### config.mk
export PLATFORM = sky130hd
export DESIGN_NAME = pipe_hazard_ctrl
export DESIGN_NICKNAME = d
export VERILOG_FILES = /design/src/rtl/pipe_hazard_ctrl.sv
export SDC_FILE = /design/constraint.sdc
export NUM_CORES = 1
export LEC_CHECK = 0
export ABC_AREA = 1
export BUFFER_PORTS_ARGS = -buffer_cell sky130_fd_sc_hd__clkbuf_2
export CAP_MARGIN = 40
export CORE_AREA = 4 4 41 43
export DETAILED_ROUTE_END_ITERATION = 10
export DIE_AREA = 0 0 45 47
export PLACE_DENSITY = 0.77
export RECOVER_POWER = 25
export SLEW_MARGIN = 10
export SYNTH_ARGS = -nofsm -noshare
export SYNTH_HDL_FRONTEND = slang
export SYNTH_SLANG_ARGS = --single-unit
### constraint.sdc
create_clock -name clk -period 3.2 [get_ports clk]
set_input_delay 0.64 -clock clk [delete_from_list [all_inputs] [get_ports clk]]
set_output_delay 0.64 -clock clk [all_outputs]
set_load 0.1 [all_outputs]
### src/rtl/pipe_hazard_ctrl.sv
// Hazard/freeze/redirect sequencer for the PC, IF/ID and ID/EX registers of the 5-stage pipe.
// Optional macro PIPE_STALL_CNT_EN adds a saturating 32-bit stall counter output (stall_cnt).
module pipe_hazard_ctrl #(
    parameter int MC_LAT = 4,
    parameter int CNT_W  = 3
) (
    input  logic             clk,
    input  logic             rst,
    input  logic [4:0]       id_rs,
    input  logic [4:0]       id_rt,
    input  logic             ex_mem_read,
    input  logic [4:0]       ex_rt,
    input  logic             br_taken,
    input  logic             mc_start,
    output logic             pc_write,
    output logic             pc_src,
    output logic             ifid_write,
    output logic             ifid_flush,
    output logic             idex_write,
    output logic             idex_bubble,
`ifdef PIPE_STALL_CNT_EN
    output logic [31:0]      stall_cnt,
`endif
    output logic             busy
);

    typedef enum logic {RUN, MC_STALL} state_t;

    state_t           state_q, state_d;
    logic [CNT_W-1:0] cnt_q, cnt_d;
    logic             live_q, live_d;
    logic             load_use;

    // Register 0 is hardwired zero, so a load targeting it can never create a dependency.
    assign load_use = ex_mem_read && (ex_rt != 5'd0) &&
                      ((ex_rt == id_rs) || (ex_rt == id_rt));

    always_comb begin
        state_d     = state_q;
        cnt_d       = cnt_q;
        live_d      = 1'b1;
        pc_write    = 1'b0;
        pc_src      = 1'b0;
        ifid_write  = 1'b0;
        ifid_flush  = 1'b0;
        idex_write  = 1'b0;
        idex_bubble = 1'b0;
        busy        = 1'b0;
        if (live_q) begin
            case (state_q)
                RUN: begin
                    pc_write   = 1'b1;
                    ifid_write = 1'b1;
                    idex_write = 1'b1;
                    if (br_taken) begin
                        pc_src      = 1'b1;
                        ifid_flush  = 1'b1;
                        idex_bubble = 1'b1;
                    end else if (mc_start) begin
                        // The mc_start cycle is the first of MC_LAT frozen cycles.
                        pc_write   = 1'b0;
                        ifid_write = 1'b0;
                        idex_write = 1'b0;
                        state_d    = MC_STALL;
                        cnt_d      = CNT_W'(MC_LAT - 2);
                    end else if (load_use) begin
                        // idex_write stays high so the bubble NOP is actually written.
                        pc_write    = 1'b0;
                        ifid_write  = 1'b0;
                        idex_bubble = 1'b1;
                    end
                end
                MC_STALL: begin
                    busy = 1'b1;
                    if (cnt_q == '0) begin
                        state_d = RUN;
                    end else begin
                        cnt_d = cnt_q - 1'b1;
                    end
                end
                default: state_d = RUN;
            endcase
        end
    end

    always_ff @(posedge clk or negedge rst) begin
        if (!rst) begin
            state_q <= RUN;
            cnt_q   <= '0;
            live_q  <= 1'b0;
        end else begin
            state_q <= state_d;
            cnt_q   <= cnt_d;
            live_q  <= live_d;
        end
    end

`ifdef PIPE_STALL_CNT_EN
    logic [31:0] stall_cnt_q, stall_cnt_d;

    function automatic logic [31:0] sat_inc(input logic [31:0] v);
        return (v == 32'hFFFF_FFFF) ? v : v + 32'd1;
    endfunction

    always_comb begin
        stall_cnt_d = stall_cnt_q;
        if (live_q && !pc_write) begin
            stall_cnt_d = sat_inc(stall_cnt_q);
        end
    end

    always_ff @(posedge clk or negedge rst) begin
        if (!rst) begin
            stall_cnt_q <= '0;
        end else begin
            stall_cnt_q <= stall_cnt_d;
        end
    end

    assign stall_cnt = stall_cnt_q;
`endif

endmodule

==> metrics.txt, run 1 <==
# TYPE chip_impl_metric gauge
chip_impl_metric{name="yosysUniqueCellTypes",unit=""} 19
chip_impl_metric{name="gr-total-overflow",unit=""} 0
chip_impl_metric{name="power.static_leakage",unit="nW"} 0.452
chip_impl_metric{name="final_period_minus_worst_setup_slack",unit="ns"} 2.44
chip_impl_info{name="cts.root.buffer_cell",value="clkbuf_4"} 1
chip_impl_metric{name="postSynthRegisterBits",unit=""} 5
chip_impl_metric{name="initial_core_util",unit=""} 0.382
chip_impl_metric{name="reg2regPathDepth",unit=""} 8
chip_impl_info{name="worstSetupStartpointType",value="input pin"} 1
chip_impl_metric{name="power_switching",unit="uW"} 232
chip_impl_metric{name="grt_pass1_vias",unit=""} 514
chip_impl_metric{name="drt_first_pass_iters",unit=""} 4
chip_impl_metric{name="dieArea",unit="um^2"} 2120
chip_impl_metric{name="timing.slew.headroom",unit=""} 0.641
chip_impl_info{name="final_cell_mix",value="nand2_1 (30), clkbuf_2 (25), inv_1 (20), nor2_1 (9), dfrtp_1 (5)"} 1
chip_impl_metric{name="pre_cts_setup_slack",unit="ns"} 0.750
chip_impl_metric{name="total_power",unit="uW"} 426
chip_impl_metric{name="layout_setup_ws",unit="ns"} 0.763
chip_impl_metric{name="final_hold_viol_count",unit=""} 0
chip_impl_metric{name="internal_power",unit="uW"} 194
chip_impl_metric{name="layout-drive-gt1-share",unit=""} 0.302
chip_impl_metric{name="grt_antenna_before_repair",unit=""} 0
chip_impl_metric{name="power_frac_clock",unit=""} 0.157
chip_impl_metric{name="vias_per_cell",unit=""} 4.21
chip_impl_metric{name="worst_setup_hold_path_clk_slew",unit="ns"} 0.04
chip_impl_metric{name="final_cells",unit=""} 131
chip_impl_metric{name="post-dp-hpwl",unit="um"} 957
chip_impl_metric{name="worst_skew_pair_latency",unit="ns"} 0.23
chip_impl_metric{name="irDropWorstVdd",unit="V"} 0.000282
chip_impl_metric{name="routed-via-count",unit=""} 551
chip_impl_metric{name="cts_setup_buffers",unit=""} 0
chip_impl_info{name="cts_tree",value="built"} 1
chip_impl_metric{name="rrSetupSlack",unit="ns"} 1.86
chip_impl_metric{name="wl_per_cell",unit="um"} 7.50
chip_impl_metric{name="routed_wl",unit="um"} 982
chip_impl_metric{name="post_place_cells",unit=""} 127
chip_impl_metric{name="timing.final.crit_share",unit=""} 0.762
chip_impl_metric{name="post_synthesis_mean_instance_area",unit="um^2"} 5.64
chip_impl_metric{name="gp_routability_congestion",unit=""} 0.794
chip_impl_metric{name="max_slew_violation_count",unit=""} 0
chip_impl_metric{name="yosys_warning_count",unit=""} 0
chip_impl_metric{name="grt_usage",unit=""} 0.117
chip_impl_metric{name="antenna_cells_inserted",unit=""} 0
chip_impl_metric{name="worst-path-max-fanout",unit=""} 4
chip_impl_info{name="rsz0062_at_grt",value="no"} 1
chip_impl_metric{name="ctsHtreeMaxLevel",unit=""} 1
chip_impl_metric{name="cts.sinks",unit=""} 5
chip_impl_metric{name="design.portCount",unit=""} 27
chip_impl_metric{name="nets",unit=""} 139
chip_impl_metric{name="die_height",unit="um"} 47
chip_impl_metric{name="numCtsBuffers",unit=""} 3
chip_impl_metric{name="floorplan.core_area",unit="um^2"} 1300
chip_impl_info{name="end_kind",value="primary output"} 1
chip_impl_info{name="min_path_type",value="in -> async"} 1
chip_impl_metric{name="drt_drc_violations_left",unit=""} 0
chip_impl_metric{name="synthesis.nets",unit=""} 110
chip_impl_metric{name="portBuffers",unit=""} 26
chip_impl_metric{name="finalSetupViolations",unit=""} 0
chip_impl_metric{name="final.setup.tns",unit="ns"} 0
chip_impl_metric{name="switching_fraction",unit=""} 0.545
chip_impl_info{name="most_frequent_standard_cell_in_the_layout_excluding_fill_and_tap_cells",value="nand2_1"} 1
chip_impl_metric{name="pwr-share-seq",unit=""} 0.230
chip_impl_metric{name="fmax",unit="GHz"} 0.410
chip_impl_metric{name="maxCapViolations",unit=""} 0
chip_impl_metric{name="drt_iter0_markers",unit=""} 1
chip_impl_info{name="path_class",value="in -> out"} 1
chip_impl_metric{name="crit_path_required_time",unit="ns"} 2.56
chip_impl_metric{name="post_synth_inst_count",unit=""} 88
chip_impl_metric{name="netlist_area",unit="um^2"} 497
chip_impl_metric{name="ctsResizeCount",unit=""} 0
chip_impl_metric{name="max-clock-path-buffers",unit=""} 2
chip_impl_info{name="outcome",value="finished clean"} 1
chip_impl_metric{name="largest_net_degree_at_the_start_of_global_routing",unit=""} 6
chip_impl_metric{name="pwr-share-comb",unit=""} 0.613
chip_impl_metric{name="synth_sequential_area_ratio",unit=""} 0.252
chip_impl_metric{name="wire_length_of_the_first_global_routing_pass",unit="um"} 1820
chip_impl_metric{name="post_route_antenna_net_violation_count",unit=""} 0
chip_impl_metric{name="final.setup_skew",unit="ns"} 0.000535
chip_impl_metric{name="worst-slew-pin-transition",unit="ns"} 0.541
chip_impl_metric{name="num_rows",unit=""} 13
chip_impl_metric{name="critPathArrivalTime",unit="ns"} 1.80
chip_impl_metric{name="cts.hold.buffers_added",unit=""} 0
chip_impl_metric{name="power.density",unit="nW/um^2"} 643
chip_impl_metric{name="die-width",unit="um"} 45
chip_impl_metric{name="flow.area_growth_from_synthesis",unit="%"} 33.5
==> synthesized netlist by cell type, drive strengths merged <==
master  instances  area [um^2]
nand3           3         15.0
xnor2           2         17.5
nand4           1         6.26
buf             2         15.0
inv            24         90.1
nand2          30          113
clkinv          1         3.75
a31oi           1         6.26
ha              2         25.0
o21ai           2         10.0
dfrtp           5          125
nor2           11         43.8
conb            1         3.75
o32ai           1         8.76
a21oi           2         13.8
==> flip-flops by register name (all words and copies together), names as in the netlist <==
| name | count |
|---|---|
| cnt_q | 3 |
| live_q | 1 |
| state_q | 1 |
==> routing by layer <==
| layer | vias to the layer above | global-route usage | share of wire |
|---|---|---|---|
| met4 | 0 | 0.0526 | 0 |
| met5 | - | 0 | 0 |
| met1 | 227 | 0.139 | 0.43 |
| met3 | 0 | 0.0230 | 0.072 |
| met2 | 15 | 0.203 | 0.49 |
| li1 | 309 | - | - |
==> power by group through the flow <==
stage / registers (mW) / logic (mW) / clock network [mW]
after floorplan: 0.0968 / 0.224 / 0
after global placement: 0.0986 / 0.261 / 0
after detailed placement: 0.0991 / 0.266 / 0
after CTS: 0.0983 / 0.266 / 0.0699
after global routing: 0.100 / 0.288 / 0.0810
final: 0.0979 / 0.261 / 0.0669
==> cells by family (layout without fill, tap and decap cells) <==
logic type	after synthesis	count (layout)	synth area share
AO/OA/AOI/OAI	6	6	0.0781
flip-flops	5	5	0.252
XOR/XNOR	2	2	0.0353
buffers and inverters	27	55	0.219
adder cells (fa/ha/maj)	2	2	0.0504
other	1	1	0.00755
AND/OR/NAND/NOR	45	45	0.358
==> metrics by stage <==
stage | hold slack, ns | area (um^2) | utilization
finish | 0.246 | 663 | 0.510
detailed placement | 0.457 | 638 | 0.490
global placement | 0.455 | 638 | 0.490
CTS | 0.211 | 664 | 0.511
floorplan | 0.344 | 504 | -
global route | 0.241 | 663 | 0.510
==> cell type report <==
class | instances | area (um^2)
inverter | 25 | 93.8
sequential | 5 | 125
timing repair buffer | 26 | 129
tap | 15 | 18.8
fill | 146 | 638
multi-input combinational | 56 | 270
clock buffer | 4 | 26.3
==> worst max-delay path: stages <==
cell and delay, ns:
clkbuf_2 0.11, inv_1 0.06, nand2_1 0.05, nand2_1 0.05, nor2_1 0.11, nand3_1 0.07
nand2_1 0.08, nand2_1 0.06, a21oi_2 0.10, clkbuf_2 0.46
==> worst paths after layout <==
| kind | start | endpoint |
|---|---|---|
| worst min-delay path | rst | live_q$_DFF_PN0_ |
| worst min register to register | state_q$_DFFE_PN0P_ | cnt_q[1]$_DFFE_PN0P_ |
| max in group asynchronous | rst | cnt_q[1]$_DFFE_PN0P_ |
| worst max-delay path | ex_rt[0] | idex_bubble |
| worst max register to register | cnt_q[0]$_DFFE_PN0P_ | cnt_q[1]$_DFFE_PN0P_ |
| min in group clk | state_q$_DFFE_PN0P_ | cnt_q[1]$_DFFE_PN0P_ |
Power figures use the tool's default switching activity.
==> run 2, diff against run 1 <==
==> constraint.sdc (replaced) <==
create_clock -name clk -period 2.4 [get_ports clk]
set_input_delay 0.48 -clock clk [delete_from_list [all_inputs] [get_ports clk]]
set_output_delay 0.48 -clock clk [all_outputs]
set_load 0.1 [all_outputs]
==> metrics.txt, run 2 (synthesized netlist as in run 1, its figures left out) <==
# TYPE chip_impl_metric gauge
chip_impl_metric{name="initial_core_util",unit=""} 0.382
chip_impl_metric{name="power_switching",unit="uW"} 325
chip_impl_metric{name="final.setup_skew",unit="ns"} 0.000692
chip_impl_info{name="cts.root.buffer_cell",value="clkbuf_4"} 1
chip_impl_metric{name="grt_usage",unit=""} 0.110
chip_impl_info{name="cts_tree",value="built"} 1
chip_impl_metric{name="grt_pass1_vias",unit=""} 518
chip_impl_metric{name="pwr-share-seq",unit=""} 0.215
chip_impl_info{name="worst_path_dominant_cell_family",value="buffers and inverters"} 1
chip_impl_info{name="outcome",value="finished clean"} 1
chip_impl_metric{name="rrSetupSlack",unit="ns"} 1.03
chip_impl_metric{name="floorplan.core_area",unit="um^2"} 1300
chip_impl_metric{name="worstSetupPathDepth",unit=""} 4
chip_impl_info{name="timing.critical_path.to",value="idex_write"} 1
chip_impl_info{name="rsz0062_at_grt",value="no"} 1
chip_impl_metric{name="post-dp-hpwl",unit="um"} 994
chip_impl_metric{name="wire_length_of_the_first_global_routing_pass",unit="um"} 1780
chip_impl_metric{name="switching_fraction",unit=""} 0.527
chip_impl_info{name="layout_top_registers",value="cnt_q: 3 flops, live_q: 1 flops, state_q: 1 flops"} 1
chip_impl_metric{name="max-clock-path-buffers",unit=""} 2
chip_impl_metric{name="gp_routability_congestion",unit=""} 0.833
chip_impl_metric{name="critPathArrivalTime",unit="ns"} 1.48
chip_impl_metric{name="reg2regPathDepth",unit=""} 8
chip_impl_metric{name="cts.sinks",unit=""} 5
chip_impl_metric{name="finalInstanceArea",unit="um^2"} 718
chip_impl_metric{name="nets",unit=""} 139
chip_impl_metric{name="finalSetupViolations",unit=""} 0
chip_impl_metric{name="worst_setup_hold_path_clk_slew",unit="ns"} 0.04
chip_impl_metric{name="ctsHtreeMaxLevel",unit=""} 1
chip_impl_metric{name="maxCapViolations",unit=""} 0
chip_impl_info{name="most_frequent_standard_cell_in_the_layout_excluding_fill_and_tap_cells",value="nand2_1"} 1
chip_impl_metric{name="pre_cts_setup_slack",unit="ns"} 0.474
chip_impl_metric{name="cts_setup_buffers",unit=""} 0
chip_impl_metric{name="crit_path_required_time",unit="ns"} 1.92
chip_impl_metric{name="layout_setup_ws",unit="ns"} 0.436
chip_impl_metric{name="routed-via-count",unit=""} 556
chip_impl_info{name="path_class",value="reg -> out"} 1
chip_impl_metric{name="layout-drive-gt1-share",unit=""} 0.310
chip_impl_metric{name="dieArea",unit="um^2"} 2120
chip_impl_metric{name="timing.slew.headroom",unit=""} 0.637
chip_impl_info{name="worst_r2r_startpoint",value="cnt_q[0]$_DFFE_PN0P_"} 1
chip_impl_metric{name="flow.area_growth_from_synthesis",unit="%"} 44.6
chip_impl_metric{name="total_power",unit="uW"} 616
chip_impl_metric{name="largest_register_ffs",unit=""} 3
chip_impl_info{name="cells_along_the_critical_path",value="nor2_1 -> inv_1 -> nor2_4 -> clkbuf_2"} 1
chip_impl_metric{name="detailed_place.area",unit="um^2"} 693
chip_impl_metric{name="final_hold_viol_count",unit=""} 0
chip_impl_metric{name="wl_per_cell",unit="um"} 8.04
chip_impl_metric{name="drt_first_pass_iters",unit=""} 2
chip_impl_metric{name="worst-path-max-fanout",unit=""} 4
chip_impl_info{name="min_path_type",value="in -> async"} 1
chip_impl_metric{name="ctsResizeCount",unit=""} 0
chip_impl_metric{name="crit_path_max_incr_delay",unit="ns"} 0.46
chip_impl_metric{name="internal_power",unit="uW"} 291
chip_impl_metric{name="grt_antenna_before_repair",unit=""} 0
chip_impl_info{name="cp_slowest_cell",value="clkbuf_2"} 1
chip_impl_metric{name="irDropWorstVdd",unit="V"} 0.000504
chip_impl_metric{name="timing.critical_path.buf_inv",unit=""} 2
chip_impl_info{name="rr_endpoint",value="cnt_q[1]$_DFFE_PN0P_"} 1
chip_impl_metric{name="numCtsBuffers",unit=""} 3
chip_impl_metric{name="drt_drc_violations_left",unit=""} 0
chip_impl_metric{name="power.static_leakage",unit="nW"} 0.465
chip_impl_metric{name="gr-total-overflow",unit=""} 0
chip_impl_metric{name="post_route_antenna_net_violation_count",unit=""} 0
chip_impl_metric{name="routed_wl",unit="um"} 1050
chip_impl_metric{name="design.portCount",unit=""} 27
chip_impl_info{name="top_register",value="cnt_q"} 1
chip_impl_metric{name="timing.final.crit_share",unit=""} 0.818
chip_impl_info{name="worstSetupStartpointType",value="register"} 1
chip_impl_metric{name="power.density",unit="nW/um^2"} 857
chip_impl_metric{name="cts.hold.buffers_added",unit=""} 0
chip_impl_metric{name="die_height",unit="um"} 47
chip_impl_metric{name="fmax",unit="GHz"} 0.509
chip_impl_metric{name="antenna_cells_inserted",unit=""} 0
chip_impl_metric{name="pwr-share-comb",unit=""} 0.638
chip_impl_metric{name="max_slew_violation_count",unit=""} 0
chip_impl_metric{name="num_rows",unit=""} 13
chip_impl_metric{name="portBuffers",unit=""} 26
chip_impl_metric{name="largest_net_degree_at_the_start_of_global_routing",unit=""} 6
chip_impl_metric{name="worst_skew_pair_latency",unit="ns"} 0.23
chip_impl_metric{name="die-width",unit="um"} 45
chip_impl_metric{name="vias_per_cell",unit=""} 4.24
chip_impl_metric{name="worst-slew-pin-transition",unit="ns"} 0.547
chip_impl_info{name="end_kind",value="primary output"} 1
chip_impl_metric{name="power_frac_clock",unit=""} 0.147
chip_impl_info{name="final_cell_mix",value="nand2_1 (30), clkbuf_2 (22), inv_1 (20), nor2_1 (8), dfrtp_1 (5)"} 1
chip_impl_metric{name="drt_iter0_markers",unit=""} 1
chip_impl_info{name="startpoint",value="state_q$_DFFE_PN0P_"} 1
chip_impl_metric{name="final_period_minus_worst_setup_slack",unit="ns"} 1.96
run 2: area by class of cell:
type | count | area, um^2
clock buffers | 4 | 26.3
fillers | 135 | 583
inverters | 25 | 93.8
multi-input cells | 56 | 280
flip-flops and latches | 5 | 125
well taps | 15 | 18.8
repair buffers | 26 | 174
run 2: worst min path at each step:
| stage | start | endpoint | cells past startpoint | slack (ns) |
|---|---|---|---|---|
| 2_1_floorplan | rst | cnt_q[0]$_DFFE_PN0P_ | 0 | 0.18 |
| 3_3_place_gp | rst | cnt_q[1]$_DFFE_PN0P_ | 1 | 0.29 |
| 3_5_place_dp | rst | cnt_q[2]$_DFFE_PN0P_ | 1 | 0.30 |
| 4_1_cts | rst | cnt_q[0]$_DFFE_PN0P_ | 1 | 0.05 |
| 5_1_grt | rst | live_q$_DFF_PN0_ | 1 | 0.08 |
| 6_report | rst | cnt_q[0]$_DFFE_PN0P_ | 1 | 0.08 |
run 2: layer usage:
layer / wire length, um / vias to the layer above / global-route usage
met1: 441 / 229 / 0.122
met5: 0 / - / 0
li1: - / 312 / -
met4: 0 / 0 / 0.0526
met2: 521 / 15 / 0.209
met3: 89 / 0 / 0.0115
run 2: stage by stage:
step | util | instances | setup TNS, ns | hold slack [ns]
2_1_floorplan | - | 88 | -0.411 | 0.184
3_3_place_gp | 0.533 | 127 | 0 | 0.294
3_5_place_dp | 0.533 | 127 | 0 | 0.296
4_1_cts | 0.553 | 131 | 0 | 0.0480
5_1_grt | 0.552 | 131 | 0 | 0.0849
6_report | 0.552 | 131 | 0 | 0.0807
run 2: power groups by stage:
stage	Clock, mW	Sequential [mW]	Combinational, mW
CTS	0.0940	0.132	0.397
detailed placement	0	0.133	0.398
global placement	0	0.131	0.387
global route	0.0998	0.135	0.424
finish	0.0906	0.132	0.393
floorplan	0	0.129	0.304
